$ cat src/rtl/md_hazard_unit.sv
// Mul/div interlock: tracks remaining unit latency after each E-stage issue and holds D while a HI/LO user would arrive early.
// stall_d is combinational from the current inputs and count; all other outputs are registered, with a sticky overlap flag and a stall-cycle counter.
module md_hazard_unit #(
    parameter int MUL_LAT = 5,
    parameter int DIV_LAT = 10,
    parameter int CNT_W   = 4
) (
    input  logic             clk,
    input  logic             reset,
    input  logic             e_start,
    input  logic             e_is_div,
    input  logic             d_md_op,
    input  logic             d_md_rd,
    input  logic             d_md_wr,
    input  logic             flush,
    output logic             stall_d,
    output logic             md_busy,
    output logic [CNT_W-1:0] cnt,
    output logic             err_overlap,
    output logic [31:0]      stall_cycles
);

    localparam logic [CNT_W-1:0] MUL_LOAD = CNT_W'(MUL_LAT);
    localparam logic [CNT_W-1:0] DIV_LOAD = CNT_W'(DIV_LAT);

    logic [CNT_W-1:0] cnt_q, cnt_d;
    logic             md_busy_q, md_busy_d;
    logic             err_overlap_q, err_overlap_d;
    logic [31:0]      stall_cycles_q, stall_cycles_d;

    logic cnt_nz;
    logic d_use;

    always_comb begin
        cnt_nz  = (cnt_q != '0);
        d_use   = d_md_op | d_md_rd | d_md_wr;
        // An issue in flight this cycle blocks D even before the count is loaded.
        stall_d = d_use & (e_start | cnt_nz);
    end

    always_comb begin
        cnt_d         = cnt_q;
        err_overlap_d = err_overlap_q;
        if (flush) begin
            cnt_d = '0;
        end else if (e_start && !cnt_nz) begin
            cnt_d = e_is_div ? DIV_LOAD : MUL_LOAD;
        end else if (e_start) begin
            // The unit drops a request made while busy, so keep counting the original op.
            err_overlap_d = 1'b1;
            cnt_d         = cnt_q - CNT_W'(1);
        end else if (cnt_nz) begin
            cnt_d = cnt_q - CNT_W'(1);
        end
        md_busy_d      = (cnt_d != '0);
        stall_cycles_d = stall_d ? stall_cycles_q + 32'd1 : stall_cycles_q;
    end

    always_ff @(posedge clk or posedge reset) begin
        if (reset) begin
            cnt_q          <= '0;
            md_busy_q      <= 1'b0;
            err_overlap_q  <= 1'b0;
            stall_cycles_q <= 32'd0;
        end else begin
            cnt_q          <= cnt_d;
            md_busy_q      <= md_busy_d;
            err_overlap_q  <= err_overlap_d;
            stall_cycles_q <= stall_cycles_d;
        end
    end

    assign cnt          = cnt_q;
    assign md_busy      = md_busy_q;
    assign err_overlap  = err_overlap_q;
    assign stall_cycles = stall_cycles_q;

endmodule

$ cat config.mk
export PLATFORM = sky130hd
export DESIGN_NAME = md_hazard_unit
export DESIGN_NICKNAME = d
export VERILOG_FILES = /design/src/rtl/md_hazard_unit.sv
export SDC_FILE = /design/constraint.sdc
export NUM_CORES = 1
export LEC_CHECK = 0
export BUFFER_PORTS_ARGS = -buffer_cell sky130_fd_sc_hd__buf_2
export CORE_MARGIN = 4
export CORE_UTILIZATION = 47
export CTS_CLUSTER_SIZE = 10
export DETAILED_ROUTE_END_ITERATION = 10
export PLACE_DENSITY_LB_ADDON = 0.08
export SYNTH_ARGS = -nofsm -noshare
export SYNTH_HDL_FRONTEND = slang
export SYNTH_SLANG_ARGS = --single-unit
$ cat constraint.sdc
create_clock -name clk -period 1.9 [get_ports clk]
set_input_delay 0.38 -clock clk [delete_from_list [all_inputs] [get_ports clk]]
set_output_delay 0.38 -clock clk [all_outputs]
set_load 0.01 [all_outputs]
==> results of run 1 <==
[stage by stage]
step | std cells | setup slack, ns | util | hold slack [ns]
after floorplan | 161 | -0.1114 | - | 0.4503
after global placement | 267 | -0.003394 | 0.5943 | 0.4431
after detailed placement | 267 | -0.04857 | 0.5943 | 0.4592
after CTS | 276 | -0.03163 | 0.6286 | 0.2223
after global routing | 276 | -0.09722 | 0.6347 | 0.2622
final | 276 | -0.04402 | 0.6347 | 0.2109
[cells in the final DEF (no fill, tap or decap), drive strengths merged]
master and instances:
nand3 12, xor2 7, or4 1, or4b 2, or3b 1, xnor2 24
and2 1, a211oi 1, nand4 14, and4 8, and3 7, o21ai 3
a2111oi 1, clkinv 1, or2b 1, ha 2, nand2b 1, nor2 3
inv 5, nor2b 2, or3 1, mux2 1, o311a 2, nand2 9
clkbuf 7, dfrtp 38, nor3 4, nor4 4, buf 62, a31o 1
a21oi 1, nor4b 1
[registers in the layout, indices dropped and copies added (netlist names)]
register      cells
cnt               4
err_overlap       1
md_busy           1
stall_cycles     32
[worst register-to-register path: stages (launching register included)]
cell	delay, ns
dfrtp_1	0.40
inv_2	0.09
ha_4	0.13
or3b_4	0.39
o311a_1	0.34
or4_1	0.47
[report_power, final]
group,total [mW],internal (mW),switching [mW]
logic,1.06,0.537,0.521
registers,1.11,0.939,0.166
clock network,0.557,0.293,0.264
total,2.72,1.77,0.952
[final cells by class]
class | count | area, um^2 | area share
Sequential cell | 38 | 950.9 | 0.4062
Multi-Input combinational cell | 115 | 872.1 | 0.3725
Timing Repair Buffer | 62 | 347.8 | 0.1486
Clock buffer | 7 | 86.33 | 0.03688
Tap cell | 48 | 60.06 | 0.02565
Inverter | 5 | 18.77 | 0.008017
Clock inverter | 1 | 5.005 | 0.002138
[timing repair]
item	in CTS	in global routing
gates cloned	0	1
gates resized for setup	5	9
endpoints found under the setup margin	2	23
pin swaps	4	6
buffers inserted	1	1
[worst max-delay path by stage]
stage	start	to	slack [ns]	depth (start not counted)
after floorplan	cnt[0]	md_busy	-0.11	5
after global placement	cnt[0]	md_busy	-0.003	5
after detailed placement	cnt[1]	md_busy	-0.05	5
after CTS	cnt[1]	stall_d	-0.03	7
after global routing	cnt[0]	md_busy	-0.1	5
final	cnt[1]	md_busy	-0.04	5
[kinds of logic after synthesis]
kind of cell               count (synthesis)
buffers and inverters                      8
and+or+nand+nor                           72
adders and majority gates                  2
xor gates and xnor gates                  31
AOI/OAI and AO/OA                          9
DFF                                       38
muxes                                      1
[routing by layer]
| metal | share of wire | GRT usage | up-vias |
|---|---|---|---|
| met5 | 0 | 0 | - |
| met4 | 0.016 | 0.06170 | 0 |
| met3 | 0.055 | 0.04173 | 11 |
| met2 | 0.51 | 0.3148 | 65 |
| met1 | 0.42 | 0.2240 | 765 |
| li1 | - | - | 721 |
==> flow_summary.ini, run 1 <==
[pwr]
fin_total_pwr_mw = 2.721
p_per_area_nw_per_um2 = 1162
vdd_drop_max_uv = 973.9
p_leak_nw = 1.151

[sta]
timing.fmax_mhz = 514.4
rsz0062_at_grt = true
hold_viol_final = 0
drv_slew = 0
finalCriticalPeriod_ns = 1.944
setup_viol = 1
tightest_slew_ns = 0.5968
skew_ns = 0.004009
fin_ws_ns = -0.04402
period_share = 1.023
setup-tns-final_ns = -0.04402
maxSlewHeadroom = 0.5990

[yosys]
synth_seq_cells = 38
ys.flop_type = dfrtp_1
synthArstFlopShare = 1.000
yosys.area_share.simple = 0.2470
synth_top_family_by_area = simple AND/OR/NAND/NOR gates
synthCells = 161
synth_fp_nets = 171
synthTopCellsByArea = dfrtp_1, xnor2_1, nand4_1
ys_types = 31
synth_top_cell_by_area = dfrtp_1
synth_edf_count = 0
synth_top_area_frac = 0.5289
synth-adder-area-share = 0.01392
synth_area_um2 = 1798
seq_area_frac_synth = 0.5289
synthMuxAreaShare = 0.006263
synth_xor_area_frac = 0.1510
ys_top_cells_by_count = dfrtp_1, xnor2_1, nand4_1
synth_compound_area_frac = 0.03619
yosysMostFrequentCell = dfrtp_1
ys_warn_count = 0
avgSynthCellArea_um2 = 11.17

[setup_path]
slowest_delay_ns = 0.47
r2r_start = cnt[1]
rrSetupSlack_ns = -0.04
reg2reg_to = md_busy
worst-path-buf-inv = 1
setup.worst_path.start_class = flop
critPathKind = flop to flop
critPathRequiredTime_ns = 2.05
end_kind = flop
worstPathArrival_ns = 2.10
crit_family = simple AND/OR/NAND/NOR gates
crit_path_cell_trace = inv_2, ha_4, or3b_4, o311a_1, or4_1
critical_path.max_fanout = 4
slowest_stage = or4_1
reg2reg_depth = 5

[cts]
clock-sinks = 38
cts-root-buf = clkbuf_8
cts_tree = built
hold_buffers = 0
cts_buffers = 5
htreeDepth = 2
clockBufferDepth = 2
clk_latency_ns = 0.28
clkTransAtPathRegs_ns = 0.07

[run]
maxCapViolations = 0

[drt]
drcViolationCount = 0
via_count = 1562
dr.pass1.iters = 7
drt-total-wl_um = 4314
postRouteAntennaNets = 0
wl_per_cell_um = 15.63
drtIter0Drc = 114
vias_per_cell = 5.659

[floorplanning]
chipWidth_um = 69.85
placementRows = 22
start_util = 0.4874
fp.coreArea_um2 = 3689
die_area_um2 = 4879
dieHeight_um = 69.85
io_pins = 47

[outcome]
outcome = finished with violations
violations = negative setup slack

[min_path]
hp-class = input pin to async pin

[final_layout]
fillers = 329
final_layout_size_suffix_gt1_frac = 0.3596
finalNetCount = 237
insertedDiodeCount = 0
stdcell_area_um2 = 2341
area_delta_synth_final_pct = 30.20

[placed_design]
dp_hpwl_um = 3086
gp_congestion = 0.9421
place_area_um2 = 2192
place.port_buffers = 46

[global_routing]
grt_max_degree = 39
grtUsageTotal = 0.1824
grt_pass1_vias = 1562
overflow = 0
antenna_found_initial = 0
grt_pass1_wl_um = 7265
Note: power is estimated with default switching activity, not from simulation.
==> run 2, diff against run 1 <==
--- a/config.mk
+++ b/config.mk
@@ -10,7 +10,7 @@
 export CORE_UTILIZATION = 47
 export CTS_CLUSTER_SIZE = 10
 export DETAILED_ROUTE_END_ITERATION = 10
-export PLACE_DENSITY_LB_ADDON = 0.08
+export PLACE_DENSITY_LB_ADDON = 0.12
 export SYNTH_ARGS = -nofsm -noshare
 export SYNTH_HDL_FRONTEND = slang
 export SYNTH_SLANG_ARGS = --single-unit
==> run 2 against run 1 <==
- the run still ends with negative setup slack left
- cell area is 0.69% higher
- maximum frequency is 1.2% lower
- critical path depth stayed put
- setup slack worse by 0.024 ns
- routed wire length is 5.1% lower
- hold slack worse by 0.097 ns
- core utilization is 0.44 points higher
- clock power is 21% higher
- count of clock-buffer cells in the layout is 2 lower
- final cell count is 0.36% lower
- largest power group unchanged
- highest routed layer unchanged
==> flow_summary.ini, run 2 (same netlist as run 1, synthesis figures left out) <==
[drt]
dr.pass1.iters = 4
postRouteAntennaNets = 0
wl_per_cell_um = 14.88
drt-total-wl_um = 4092
via_count = 1474
vias_per_cell = 5.360
drcViolationCount = 0
drtIter0Drc = 68

[sta]
tightest_slew_ns = 0.5870
skew_ns = 0.009518
drv_slew = 0
setup-tns-final_ns = -0.09869
setup_viol = 2
rsz0062_at_grt = true
period_share = 1.036
maxSlewHeadroom = 0.6057
finalCriticalPeriod_ns = 1.969
timing.fmax_mhz = 508.0
hold_viol_final = 0
fin_ws_ns = -0.06850

[placed_design]
dp_slack_ns = -0.09033
place.port_buffers = 46
place_area_um2 = 2167
dp_hpwl_um = 2955
gp_congestion = 0.8966

[setup_path]
crit_end = md_busy
slowest_stage = or4_1
critPathRequiredTime_ns = 2.06
worst-path-buf-inv = 1
slowest_delay_ns = 0.51
crit_path_cell_trace = inv_2, ha_4, or3b_4, o311a_1, or4_1
rrSetupSlack_ns = -0.07
reg2reg_to = md_busy
r2r_start = cnt[0]
setup.worst_path.start_class = flop
critPathKind = flop to flop
crit_family = simple AND/OR/NAND/NOR gates
worstPathArrival_ns = 2.13
cp.depth = 5
reg2reg_depth = 5
critPathLaunch = cnt[0]
critical_path.max_fanout = 3
end_kind = flop

[floorplanning]
placementRows = 22
dieHeight_um = 69.85
chipWidth_um = 69.85
io_pins = 47
die_area_um2 = 4879
start_util = 0.4874
fp.coreArea_um2 = 3689

[global_routing]
grt_max_degree = 28
grtUsageTotal = 0.1758
grt_pass1_wl_um = 6989
antenna_found_initial = 0
grt_pass1_vias = 1498
overflow = 0

[outcome]
violations = negative setup slack
outcome = finished with violations

[final_layout]
largest_reg_flops = 32
final_layout_size_suffix_gt1_frac = 0.3480
stdcell_area_um2 = 2357
final_common_cell = buf_2
finalNetCount = 236
insertedDiodeCount = 0
area_delta_synth_final_pct = 31.11
regArea_um2 = 950.9
mostFrequentLayoutCells = buf_2, dfrtp_1, xnor2_1, nand4_1, buf_4
post-route-util = 0.6391
fillers = 318
multiInputGateArea_um2 = 853.3

[pwr]
vdd_drop_max_uv = 1005
p_per_area_nw_per_um2 = 1188
p_leak_nw = 1.158

[cts]
clock-sinks = 38
htreeDepth = 2
clockBufferDepth = 2
cts_tree = built
cts_buffers = 5
clk_latency_ns = 0.29
clkTransAtPathRegs_ns = 0.08
hold_buffers = 0
cts-root-buf = clkbuf_8

[min_path]
hp-class = input pin to async pin

[run]
maxCapViolations = 0
-- run 2: worst register-to-register path, delay by kind of cell, from the launching register on --
kind	cells	cell delay, ns
compound gates	1	0.32
fa+ha+maj	1	0.15
simple gates	2	0.90
flops	1	0.39
buf+inv	1	0.09
-- run 2: worst min path at each step --
| stage | start | to | slack (ns) | depth (start not counted) |
|---|---|---|---|---|
| floorplan | flush | cnt[2] | 0.45 | 1 |
| global placement | reset | cnt[3] | 0.42 | 2 |
| detailed placement | reset | md_busy | 0.45 | 2 |
| CTS | reset | md_busy | 0.14 | 2 |
| global route | reset | md_busy | 0.16 | 2 |
| finish | reset | md_busy | 0.11 | 2 |
-- run 2: layer usage --
layer / up-vias / share of wire / global-route usage / wire [um]
met5: - / 0 / 0 / 0
met4: 0 / 0.011 / 0.05745 / 46
met3: 7 / 0.055 / 0.05036 / 225
met2: 38 / 0.49 / 0.2833 / 1999
met1: 717 / 0.45 / 0.2278 / 1821
li1: 712 / - / - / -
-- run 2: timing repair --
action                     in CTS  in global routing
setup buffers                   1                  4
pin swaps                       0                  1
gates resized for setup         6                  3
setup endpoints to repair       3                 14
-- run 2: cell type report --
cell class | count | share of cell area
tap | 48 | 0.02548
sequential | 38 | 0.4034
timing repair buffer | 61 | 0.1550
inverter | 5 | 0.007962
multi-input combinational | 115 | 0.3620
clock inverter | 3 | 0.01699
clock buffer | 5 | 0.02919
-- run 2: metrics by stage --
step | hold WS (ns) | cells | power (mW)
after global placement | 0.4244 | 262 | 1.948
after CTS | 0.1369 | 271 | 2.748
after global routing | 0.1570 | 275 | 2.982
after floorplan | 0.4503 | 161 | 1.581
final | 0.1142 | 275 | 2.800
after detailed placement | 0.4481 | 262 | 1.988
-- run 2: report_power, final --
group / internal, mW / switching (mW) / leakage (nW) / total [mW]
sequential: 0.939 / 0.172 / 0.502 / 1.11
clock: 0.386 / 0.286 / 0.0579 / 0.672
combinational: 0.535 / 0.480 / 0.598 / 1.02
